`src/rtl/lsu_pkg.sv`:
```
// Shared definitions for the load/store unit: FSM state codes, RV32I
// size/sign codes, and helpers for access legality and byte-lane enables.
package lsu_pkg;

    // FSM state codes
    localparam logic [1:0] ST_IDLE = 2'd0;
    localparam logic [1:0] ST_REQ  = 2'd1;
    localparam logic [1:0] ST_WAIT = 2'd2;
    localparam logic [1:0] ST_RESP = 2'd3;

    typedef logic [1:0] lsu_state_t;

    // funct3 size/sign codes
    localparam logic [2:0] F3_B  = 3'b000;
    localparam logic [2:0] F3_H  = 3'b001;
    localparam logic [2:0] F3_W  = 3'b010;
    localparam logic [2:0] F3_BU = 3'b100;
    localparam logic [2:0] F3_HU = 3'b101;

    // True when funct3 is legal for the direction and the address is
    // naturally aligned for the access size.
    function automatic logic access_ok(input logic we, input logic [2:0] funct3,
                                       input logic [1:0] offset);
        logic ok;
        case (funct3)
            F3_B:    ok = 1'b1;
            F3_H:    ok = ~offset[0];
            F3_W:    ok = (offset == 2'b00);
            F3_BU:   ok = ~we;
            F3_HU:   ok = ~we & ~offset[0];
            default: ok = 1'b0;
        endcase
        return ok;
    endfunction

    // Byte-lane enables; signedness does not affect the lanes touched.
    function automatic logic [3:0] byte_enable(input logic [2:0] funct3,
                                               input logic [1:0] offset);
        logic [3:0] be;
        case (funct3[1:0])
            2'b00:   be = 4'b0001 << offset;
            2'b01:   be = offset[1] ? 4'b1100 : 4'b0011;
            default: be = 4'b1111;
        endcase
        return be;
    endfunction

endpackage

```
`src/rtl/load_extend.sv`:
```
// Selects the addressed byte/halfword from a read word and sign- or
// zero-extends it according to funct3. Purely combinational.
module load_extend
    import lsu_pkg::*;
#(
    parameter int XLEN = 32
) (
    input  logic [XLEN-1:0] rdata,
    input  logic [1:0]      offset,
    input  logic [2:0]      funct3,
    output logic [XLEN-1:0] result
);

    logic [XLEN-1:0] shifted;

    assign shifted = rdata >> {offset, 3'b000};

    // Extend the selected field to full width
    always_comb begin
        case (funct3)
            F3_B:    result = {{(XLEN-8){shifted[7]}}, shifted[7:0]};
            F3_BU:   result = {{(XLEN-8){1'b0}}, shifted[7:0]};
            F3_H:    result = {{(XLEN-16){shifted[15]}}, shifted[15:0]};
            F3_HU:   result = {{(XLEN-16){1'b0}}, shifted[15:0]};
            default: result = rdata;
        endcase
    end

endmodule

```
`src/rtl/load_store_unit.sv`:
```
// Load/store unit: accepts one core request at a time, checks legality and
// alignment, drives a single word-wide memory request, and returns a
// one-cycle response with the extended load data or an error flag.
//
//   state | meaning
//   IDLE  | ready for a request; req_ready high
//   REQ   | mem_valid high, holding address/lanes/data until mem_ready
//   WAIT  | load issued, waiting for mem_rvalid
//   RESP  | rsp_valid pulse for one cycle, then back to IDLE
module load_store_unit
    import lsu_pkg::*;
#(
    parameter int XLEN = 32
) (
    input  logic            clk,
    input  logic            rst_n,
    input  logic            req_valid,
    output logic            req_ready,
    input  logic            req_we,
    input  logic [2:0]      req_funct3,
    input  logic [XLEN-1:0] req_addr,
    input  logic [XLEN-1:0] req_wdata,
    output logic            mem_valid,
    input  logic            mem_ready,
    output logic            mem_we,
    output logic [3:0]      mem_be,
    output logic [XLEN-1:0] mem_addr,
    output logic [XLEN-1:0] mem_wdata,
    input  logic            mem_rvalid,
    input  logic [XLEN-1:0] mem_rdata,
    output logic            rsp_valid,
    output logic [XLEN-1:0] rsp_rdata,
    output logic            rsp_err
);

    lsu_state_t      state;
    logic [2:0]      r_funct3;
    logic [1:0]      r_offset;
    logic [XLEN-1:0] store_lanes;
    logic [XLEN-1:0] load_result;
    logic            req_ok;

    assign req_ready = (state == ST_IDLE);
    assign req_ok    = access_ok(req_we, req_funct3, req_addr[1:0]);

    // Replicate store data across lanes; mem_be picks the live lanes
    always_comb begin
        case (req_funct3[1:0])
            2'b00:   store_lanes = {(XLEN/8){req_wdata[7:0]}};
            2'b01:   store_lanes = {(XLEN/16){req_wdata[15:0]}};
            default: store_lanes = req_wdata;
        endcase
    end

    load_extend #(.XLEN(XLEN)) u_load_extend (
        .rdata  (mem_rdata),
        .offset (r_offset),
        .funct3 (r_funct3),
        .result (load_result)
    );

    // Transaction FSM with registered memory and response outputs
    always_ff @(posedge clk or negedge rst_n) begin
        if (!rst_n) begin
            state     <= ST_IDLE;
            r_funct3  <= 3'b000;
            r_offset  <= 2'b00;
            mem_valid <= 1'b0;
            mem_we    <= 1'b0;
            mem_be    <= 4'b0000;
            mem_addr  <= '0;
            mem_wdata <= '0;
            rsp_valid <= 1'b0;
            rsp_rdata <= '0;
            rsp_err   <= 1'b0;
        end else begin
            case (state)
                ST_IDLE: begin
                    if (req_valid) begin
                        r_funct3 <= req_funct3;
                        r_offset <= req_addr[1:0];
                        if (req_ok) begin
                            state     <= ST_REQ;
                            mem_valid <= 1'b1;
                            mem_we    <= req_we;
                            mem_be    <= byte_enable(req_funct3, req_addr[1:0]);
                            mem_addr  <= {req_addr[XLEN-1:2], 2'b00};
                            mem_wdata <= store_lanes;
                        end else begin
                            // Rejected requests never touch memory
                            state     <= ST_RESP;
                            rsp_valid <= 1'b1;
                            rsp_err   <= 1'b1;
                            rsp_rdata <= '0;
                        end
                    end
                end
                ST_REQ: begin
                    if (mem_ready) begin
                        mem_valid <= 1'b0;
                        if (mem_we) begin
                            state     <= ST_RESP;
                            rsp_valid <= 1'b1;
                            rsp_err   <= 1'b0;
                            rsp_rdata <= '0;
                        end else begin
                            state <= ST_WAIT;
                        end
                    end
                end
                ST_WAIT: begin
                    if (mem_rvalid) begin
                        state     <= ST_RESP;
                        rsp_valid <= 1'b1;
                        rsp_err   <= 1'b0;
                        rsp_rdata <= load_result;
                    end
                end
                default: begin
                    state     <= ST_IDLE;
                    rsp_valid <= 1'b0;
                    rsp_err   <= 1'b0;
                    rsp_rdata <= '0;
                end
            endcase
        end
    end

endmodule

```
`config.mk`:
```
export PLATFORM = sky130hd
export DESIGN_NAME = load_store_unit
export DESIGN_NICKNAME = d
export VERILOG_FILES = /design/src/rtl/lsu_pkg.sv /design/src/rtl/load_extend.sv /design/src/rtl/load_store_unit.sv
export SDC_FILE = /design/constraint.sdc
export NUM_CORES = 1
export LEC_CHECK = 0
export CORE_MARGIN = 4
export CORE_UTILIZATION = 40
export CTS_BUF_LIST = sky130_fd_sc_hd__clkbuf_16
export DETAILED_ROUTE_END_ITERATION = 12
export PLACE_DENSITY = 0.78
export SLEW_MARGIN = 20
export SYNTH_ARGS = -nofsm -noshare
export SYNTH_HDL_FRONTEND = slang
export SYNTH_SLANG_ARGS = --single-unit
```
`constraint.sdc`:
```
create_clock -name clk -period 1.8 [get_ports clk]
set_input_delay 0.36 -clock clk [delete_from_list [all_inputs] [get_ports clk]]
set_output_delay 0.36 -clock clk [all_outputs]
set_load 0.02 [all_outputs]
```
==> flow_summary.json, run 1 <==
{
  "grt.total_usage_pct": 22.1,
  "power_switching_w": 0.00584,
  "clk_latency_ns": 0.36,
  "synth_seq_cells": 109,
  "final_cell_mix": "clkdlybuf4s50_1 (200), dfrtp_1 (107), buf_4 (43)",
  "switching_share_pct": 39.3,
  "clock_skew_ns": 0.00540,
  "async_reset_ff_share_pct": 100,
  "grtUsageMet3_pct": 9.47,
  "r2r-end": "rsp_rdata[22]",
  "die_y_um": 123,
  "cts_buffer_depth": 2,
  "postSynthCellCount": 460,
  "clk_transition_reported_paths_ns": 0.07,
  "criticalPathCategory": "in2reg",
  "cp-end-kind": "register",
  "row_count": 41,
  "gr-usage-met1_pct": 26.0,
  "leakagePower_nw": 3.66,
  "sequentialPowerShare_pct": 29.6,
  "fin_area_um2": 8320,
  "setup_viol": 26,
  "syn_area_per_cell_um2": 11.5,
  "grt_max_degree": 37,
  "ant_nets": 0,
  "fin_crit_sh_pct": 104,
  "startpoint": "mem_rdata[23]",
  "finalWirelength_mm": 16.4,
  "clockRootBuffer": "clkbuf_16",
  "cts_tree": "done",
  "regArea_um2": 2730,
  "netlist.top_cell.by_area": "dfrtp_1",
  "power.density_nw_per_um2": 1780,
  "r2r_cells": 4,
  "drive_above_1_share_pct": 17.2,
  "nFillCells": 936,
  "routed_via_density": 5.42,
  "dr.pass1.iters": 5,
  "multiInputGateArea_um2": 2440,
  "start_util_pct": 41.4,
  "yosysUniqueCellTypes": 45,
  "peakVddDrop_mv": 0.984,
  "synth_area_leaders": "dfrtp_1 (52%), mux2i_1 (6.6%), mux2_2 (5.8%)",
  "critPathRequiredTime_ns": 2.04,
  "synth_top_cell_area_share_pct": 51.6,
  "core_um2": 12800,
  "mostFrequentLayoutCell": "clkdlybuf4s50_1",
  "placed_cell_area_um2": 7850,
  "ys.flop_type": "dfrtp_1",
  "io_buffers": 207,
  "p_total_w": 0.0148,
  "ctsHtreeMaxLevel": 3,
  "hp-class": "in2async",
  "nets": 807,
  "drtIter0Drc": 361,
  "min_period_ns": 1.87,
  "dp_cells": 848,
  "cts_buffers": 9,
  "area_delta_synth_final_pct": 57.5,
  "rsz0062_at_grt": "yes",
  "fmax_mhz": 535,
  "pwr-share-comb_pct": 55.5,
  "final_cells": 874,
  "drv_slew": 0,
  "clockPowerShare_pct": 14.9,
  "die-area_um2": 15100,
  "crit_arrival_ns": 2.11,
  "die_width_um": 123,
  "n_antenna_cell": 0,
  "p_int_w": 0.00900,
  "cp_max_fo": 8,
  "synth-seq-area-share_pct": 51.6,
  "top_usage_layer": "met2",
  "dr_total_vias": 4735,
  "place.gp.congestion": 0.898,
  "io_pins": 210,
  "antenna_found_initial": 1,
  "synth-edff-count": 0,
  "clock-sinks": 109,
  "routedWlPerCell_um": 18.7,
  "grt_pass1_wl_mm": 25.6,
  "cap_violations": 0,
  "violations": "negative setup slack",
  "reg2reg_from": "r_offset[1]",
  "grt_pass1_vias": 4977,
  "yosysWarnings": 0,
  "overflow": 0,
  "layout_setup_ws_ns": -0.0708,
  "final_hold_viol_count": 0,
  "cp-start-kind": "primary input",
  "drc": 0,
  "rrSetupSlack_ns": -0.07,
  "met2_usage_pct": 36.1,
  "synth_area_um2": 5280,
  "outcome": "complete, but fails checks",
  "final_util_pct": 65.1,
  "dpl.hpwl_mm": 12.1
}
==> cell usage after synthesis, types with 5 or more instances <==
| cell type | count |
|---|---|
| a21oi_1 | 10 |
| a22o_1 | 11 |
| a2bb2oi_1 | 6 |
| a32o_1 | 17 |
| buf_2 | 17 |
| clkbuf_1 | 14 |
| dfrtp_1 | 109 |
| ha_1 | 5 |
| inv_1 | 8 |
| mux2_1 | 16 |
| mux2_2 | 27 |
| mux2i_1 | 35 |
| nand2_1 | 40 |
| nand2b_1 | 23 |
| nand3b_1 | 8 |
| nor2_1 | 15 |
| o211a_1 | 7 |
| o21ai_0 | 38 |
| o21ai_1 | 10 |
| o221ai_1 | 6 |
| o31ai_1 | 7 |
==> state kept, by name (all words and copies together), names as in the netlist <==
register / cells
mem_wdata: 32
r_funct3: 3
rsp_rdata: 32
mem_be: 4
mem_we: 1
state: 2
rsp_valid: 1
mem_valid: 1
r_offset: 2
mem_addr: 30
rsp_err: 1
==> worst max-delay path, cell delays in order <==
cell,delay (ns)
clkdlybuf4s50_1,0.47
mux2_4,0.29
a22o_4,0.26
a311o_2,0.46
a32o_1,0.26
==> worst max-delay path by stage <==
stage	endpoint	cells past startpoint
floorplan	rsp_rdata[22]	9
global placement	rsp_rdata[27]	5
detailed placement	rsp_rdata[22]	5
CTS	rsp_rdata[22]	4
global route	rsp_rdata[7]	8
finish	rsp_rdata[22]	5
==> stage by stage <==
stage	hold WS, ns	setup WS [ns]	setup TNS, ns
2_1_floorplan	0.0644	0.000346	0
3_3_place_gp	0.274	-0.696	-39.76
3_5_place_dp	0.284	-0.793	-43.04
4_1_cts	0.448	-0.0723	-0.615
5_1_grt	0.455	-0.108	-2.43
6_report	0.447	-0.0708	-0.952
==> timing repair <==
item | in CTS | in global routing
gates resized for setup | 14 | 6
gates cloned | 2 | 0
setup buffers | 5 | 2
hold buffers | 1 | 0
endpoints found under the hold margin | 19 | 0
setup endpoints to repair | 34 | 33
pin swaps | 4 | 1
==> layout make-up <==
| type | instances | share of cell area, % |
|---|---|---|
| repair buffers | 260 | 30.9 |
| clock inverters | 7 | 1.25 |
| well taps | 172 | 2.59 |
| multi-input cells | 309 | 29.4 |
| clock buffers | 9 | 2.71 |
| inverters | 8 | 0.361 |
| flip-flops and latches | 109 | 32.8 |
==> logic make-up (layout without fill, tap and decap cells) <==
logic type,after synthesis,in the layout,synth area share (%)
simple gates,97,98,9.57
compound gates,123,124,17.1
fa+ha+maj,5,5,1.18
mux,80,80,16.4
buf+inv,45,284,4.03
flops,109,109,51.6
other cells,1,2,0.0710
==> power by group through the flow <==
| stage | combinational, W | clock [W] | sequential (W) |
|---|---|---|---|
| 2_1_floorplan | 0.00300 | 0 | 0.00560 |
| 3_3_place_gp | 0.00772 | 0 | 0.00435 |
| 3_5_place_dp | 0.00790 | 0 | 0.00441 |
| 4_1_cts | 0.00821 | 0.00226 | 0.00440 |
| 5_1_grt | 0.00881 | 0.00238 | 0.00455 |
| 6_report | 0.00824 | 0.00221 | 0.00440 |
==> metal layers <==
| metal | share of wire [%] | wire length [µm] |
|---|---|---|
| met5 | 0.079 | 13 |
| met4 | 2.2 | 361 |
| met3 | 12 | 2010 |
| met2 | 47 | 7710 |
| met1 | 38 | 6290 |
(Power assumes the default switching activity.)
==> run 2: changes to the inputs <==
--- a/config.mk
+++ b/config.mk
@@ -5,11 +5,13 @@
 export SDC_FILE = /design/constraint.sdc
 export NUM_CORES = 1
 export LEC_CHECK = 0
+export CELL_PAD_IN_SITES_DETAIL_PLACEMENT = 0
+export CELL_PAD_IN_SITES_GLOBAL_PLACEMENT = 1
 export CORE_MARGIN = 4
-export CORE_UTILIZATION = 40
+export CORE_UTILIZATION = 30
 export CTS_BUF_LIST = sky130_fd_sc_hd__clkbuf_16
 export DETAILED_ROUTE_END_ITERATION = 12
-export PLACE_DENSITY = 0.78
+export PLACE_DENSITY = 0.88
 export SLEW_MARGIN = 20
 export SYNTH_ARGS = -nofsm -noshare
 export SYNTH_HDL_FRONTEND = slang
==> flow_summary.json, run 2 (same netlist as run 1, synthesis figures left out) <==
{
  "biggestRegsByFlops": "mem_wdata (32), rsp_rdata (32), mem_addr (30)",
  "io_pins": 210,
  "hp-start": "req_we",
  "grt.total_usage_pct": 17.0,
  "grt_max_degree": 44,
  "criticalPathCategory": "reg2reg",
  "min_delay_path_depth": 3,
  "p_total_w": 0.0154,
  "place.gp.congestion": 0.855,
  "nFillCells": 1526,
  "grt_pass1_vias": 4887,
  "clock_skew_ns": 0.00646,
  "drtIter0Drc": 149,
  "die_y_um": 141,
  "ctsHtreeMaxLevel": 3,
  "finalWirelength_mm": 18.3,
  "cp-start-kind": "register",
  "clk_latency_ns": 0.35,
  "routedWlPerCell_um": 19.3,
  "n_antenna_cell": 0,
  "hp-class": "in2reg",
  "peakVddDrop_mv": 0.801,
  "final_cell_mix": "clkdlybuf4s50_1 (198), dfrtp_1 (106), buf_4 (51)",
  "final_hold_viol_count": 0,
  "grt_pass1_wl_mm": 26.5,
  "setup_viol": 30,
  "drv_slew": 0,
  "cp_max_fo": 8,
  "overflow": 0,
  "area_delta_synth_final_pct": 65.8,
  "min_period_ns": 1.87,
  "crit_arrival_ns": 2.10,
  "layout_setup_ws_ns": -0.0668,
  "dr_total_vias": 4772,
  "cap_violations": 0,
  "nets": 827,
  "core_um2": 17300,
  "die_width_um": 141,
  "fin_area_um2": 8760,
  "rsz0062_at_grt": "yes",
  "r2r-end": "rsp_rdata[19]",
  "reg2reg_from": "r_offset[1]",
  "io_buffers": 207,
  "drc": 0,
  "rrSetupSlack_ns": -0.07,
  "routed_via_density": 5.04,
  "start_util_pct": 30.5,
  "clockRootBuffer": "clkbuf_16",
  "clk_transition_reported_paths_ns": 0.08,
  "row_count": 48,
  "drive_above_1_share_pct": 23.0,
  "cp-end-kind": "register",
  "antenna_found_initial": 1,
  "violations": "negative setup slack",
  "die-area_um2": 19800,
  "placed_cell_area_um2": 7900,
  "leakagePower_nw": 3.91,
  "clock-sinks": 109,
  "cts_buffers": 9,
  "critPathRequiredTime_ns": 2.04,
  "outcome": "complete, but fails checks",
  "fin_hold_ws_ns": 0.445,
  "cts_tree": "done",
  "power.density_nw_per_um2": 1760,
  "holdPathEnd": "mem_we",
  "r2r_cells": 4,
  "ant_nets": 0,
  "mostFrequentLayoutCell": "clkdlybuf4s50_1",
  "fin_crit_sh_pct": 104,
  "dr.pass1.iters": 5,
  "fmax_mhz": 536,
  "dpl.hpwl_mm": 12.4,
  "cts_buffer_depth": 2
}
-- run 2: power breakdown --
group	switching, W	internal, W	total, W	leakage (nW)
clock	0.000969	0.00109	0.00205	0.142
combinational	0.00437	0.00458	0.00896	2.40
sequential	0.000764	0.00363	0.00439	1.36
-- run 2: cell type report --
cell class	count	area, µm²	area share [%]
repair buffers	280	2860	32.7
flip-flops and latches	109	2730	31.2
multi-input cells	309	2550	29.2
well taps	225	282	3.22
clock buffers	9	225	2.57
clock inverters	7	76.3	0.872
inverters	8	30.0	0.343
-- run 2: per-stage QoR --
| stage | setup slack (ns) | utilization, % | cells | TNS, ns |
|---|---|---|---|---|
| after floorplan | 0.000346 | - | 461 | 0 |
| after global placement | -0.709 | 45.7 | 900 | -41.92 |
| after detailed placement | -0.789 | 45.7 | 900 | -46.07 |
| after CTS | -0.0955 | 48.1 | 925 | -1.38 |
| after global routing | -0.0881 | 50.6 | 947 | -3.10 |
| final | -0.0668 | 50.6 | 947 | -1.04 |
-- run 2: per-layer routing --
layer	vias up	wire (µm)	GRT usage, %
met5	-	13	0
met4	2	417	6.37
met3	27	1590	5.94
met2	200	8930	28.4
met1	2349	7370	20.1
li1	2194	-	-
-- run 2: worst max path at each step --
stage | from | end | slack (ns)
final | r_offset[1] | rsp_rdata[19] | -0.07
after global routing | state[1] | rsp_rdata[22] | -0.09
after CTS | r_offset[1] | rsp_rdata[19] | -0.1
after detailed placement | req_funct3[2] | rsp_rdata[19] | -0.79
after global placement | req_funct3[0] | rsp_rdata[26] | -0.71
after floorplan | state[0] | rsp_rdata[22] | 0.0003
-- run 2: worst max-delay path, stage by stage (launching register included) --
cell     delay [ns]
dfrtp_2        0.45
mux2_4         0.33
a22o_4         0.27
a311o_2        0.43
a32o_1         0.27
-- run 2: what timing repair did --
item,in CTS,in global routing
buffers inserted,6,13
hold endpoints to repair,29,0
endpoints found under the setup margin,72,74
pin swaps,4,4
hold buffers,1,0
gates cloned,2,9
resized for setup,15,58
==> run 3: changes to the inputs <==
--- a/config.mk
+++ b/config.mk
@@ -12,6 +12,7 @@
 export CTS_BUF_LIST = sky130_fd_sc_hd__clkbuf_16
 export DETAILED_ROUTE_END_ITERATION = 12
 export PLACE_DENSITY = 0.88
+export SETUP_SLACK_MARGIN = 0.1
 export SLEW_MARGIN = 20
 export SYNTH_ARGS = -nofsm -noshare
 export SYNTH_HDL_FRONTEND = slang
==> constraint.sdc (replaced) <==
create_clock -name clk -period 1.6 [get_ports clk]
set_input_delay 0.32 -clock clk [delete_from_list [all_inputs] [get_ports clk]]
set_output_delay 0.32 -clock clk [all_outputs]
set_load 0.02 [all_outputs]
==> flow_summary.json, run 3 (same netlist as run 1, synthesis figures left out) <==
{
  "outcome": "complete, but fails checks",
  "violations": "negative setup slack",
  "layout_setup_ws_ns": -0.259,
  "grt_max_degree": 52,
  "regArea_um2": 2730,
  "hp-start": "req_we",
  "leakagePower_nw": 4.32,
  "critPathRequiredTime_ns": 1.84,
  "r2r-end": "rsp_rdata[23]",
  "die_y_um": 141,
  "drtIter0Drc": 233,
  "cts_buffer_depth": 2,
  "dpl.hpwl_mm": 12.4,
  "peakVddDrop_mv": 0.878,
  "grt.total_usage_pct": 18.2,
  "finalWirelength_mm": 18.5,
  "dr_total_vias": 4894,
  "power.density_nw_per_um2": 1940,
  "grt_pass1_vias": 5345,
  "hp-class": "in2reg",
  "criticalPathCategory": "reg2reg",
  "drive_above_1_share_pct": 30.0,
  "final_cell_mix": "dfrtp_1 (107), dlygate4sd2_1 (103), clkdlybuf4s50_1 (98)",
  "clk_latency_ns": 0.35,
  "rsz0062_at_grt": "yes",
  "dr.pass1.iters": 4,
  "slowest_stage": "dfrtp_2",
  "final_cells": 952,
  "reg2reg_from": "r_offset[1]",
  "clock_skew_ns": 0.00963,
  "rrSetupSlack_ns": -0.26,
  "cts_tree": "done",
  "area_delta_synth_final_pct": 71.5,
  "io_pins": 210,
  "min_delay_path_depth": 2,
  "clock-sinks": 109,
  "multiInputGateArea_um2": 2760,
  "start_util_pct": 30.5,
  "fin_area_um2": 9060,
  "ctsHtreeMaxLevel": 3,
  "grt_pass1_wl_mm": 28.6,
  "routedWlPerCell_um": 19.4,
  "cts_buffers": 9,
  "dp_cells": 904,
  "cp_max_fo": 8,
  "place.gp.congestion": 0.920,
  "min_period_ns": 1.86,
  "holdPathEnd": "mem_we",
  "setup_viol": 95,
  "final_util_pct": 52.4,
  "routed_via_density": 5.14,
  "ant_nets": 0,
  "final_hold_viol_count": 0,
  "core_um2": 17300,
  "die_width_um": 141,
  "drv_slew": 0,
  "overflow": 0,
  "fmax_mhz": 538,
  "drc": 0,
  "cap_violations": 0,
  "cp-start-kind": "register",
  "placed_cell_area_um2": 8000,
  "slowest_delay_ns": 0.47,
  "r2r_cells": 4,
  "clk_transition_reported_paths_ns": 0.08,
  "row_count": 48,
  "fin_hold_ws_ns": 0.315,
  "nFillCells": 1499,
  "biggestRegsByFlops": "mem_wdata (32), rsp_rdata (32), mem_addr (30)",
  "crit_arrival_ns": 2.10,
  "clockRootBuffer": "clkbuf_16",
  "fin_crit_sh_pct": 116,
  "nets": 832,
  "die-area_um2": 19800,
  "n_antenna_cell": 0,
  "mostFrequentLayoutCell": "dfrtp_1",
  "antenna_found_initial": 0,
  "io_buffers": 207,
  "tns_ns": -13.76,
  "cp_cell_sequence": "mux2_4 -> a22o_4 -> a311o_2 -> a32o_1",
  "cp-end-kind": "register"
}
## run 3: worst max-delay path: cells and delay by family, from the launching register on
kind           cells  cell delay, ns
AO/OA/AOI/OAI      3            0.95
multiplexers       1            0.33
flip-flops         1            0.47
## run 3: area by class of cell
class	count	share of cell area, %
Sequential cell	109	30.1
Timing Repair Buffer	286	32.3
Inverter	8	0.331
Multi-Input combinational cell	308	30.4
Tap cell	225	3.11
Clock inverter	7	1.19
Clock buffer	9	2.49
## run 3: timing repair
item                                    CTS  global route
resized for setup                       190            45
endpoints found under the setup margin  206           109
hold endpoints to repair                 22             0
hold buffers                              1             0
pin swaps                                51            20
cloned                                   11             3
setup buffers                            16             9
## run 3: through the flow
step	power [W]	setup slack [ns]
after global routing	0.0185	-0.332
after CTS	0.0173	-0.251
final	0.0176	-0.259
after floorplan	0.0100	-0.199
after detailed placement	0.0142	-0.592
after global placement	0.0139	-0.535
## run 3: where the power goes
part	leakage [nW]	switching, W	internal (W)
Sequential	1.37	0.000938	0.00408
Clock	0.163	0.00110	0.00140
Combinational	2.79	0.00521	0.00484
## run 3: per-layer routing
layer	vias up	routed length (µm)	GRT usage [%]
met5	-	0	0
met4	0	607	8.06
met3	41	1570	5.33
met2	239	9110	30.9
met1	2406	7200	21.3
li1	2208	-	-
## run 3: how the worst max path moves through the flow
stage	cells after the start	end	slack (ns)	startpoint
after detailed placement	7	rsp_rdata[0]	-0.59	req_addr[0]
after global placement	7	rsp_rdata[0]	-0.53	req_addr[0]
after global routing	9	rsp_rdata[18]	-0.33	state[0]
after CTS	4	rsp_rdata[23]	-0.25	r_offset[1]
after floorplan	9	rsp_rdata[22]	-0.20	state[0]
final	4	rsp_rdata[23]	-0.26	r_offset[1]
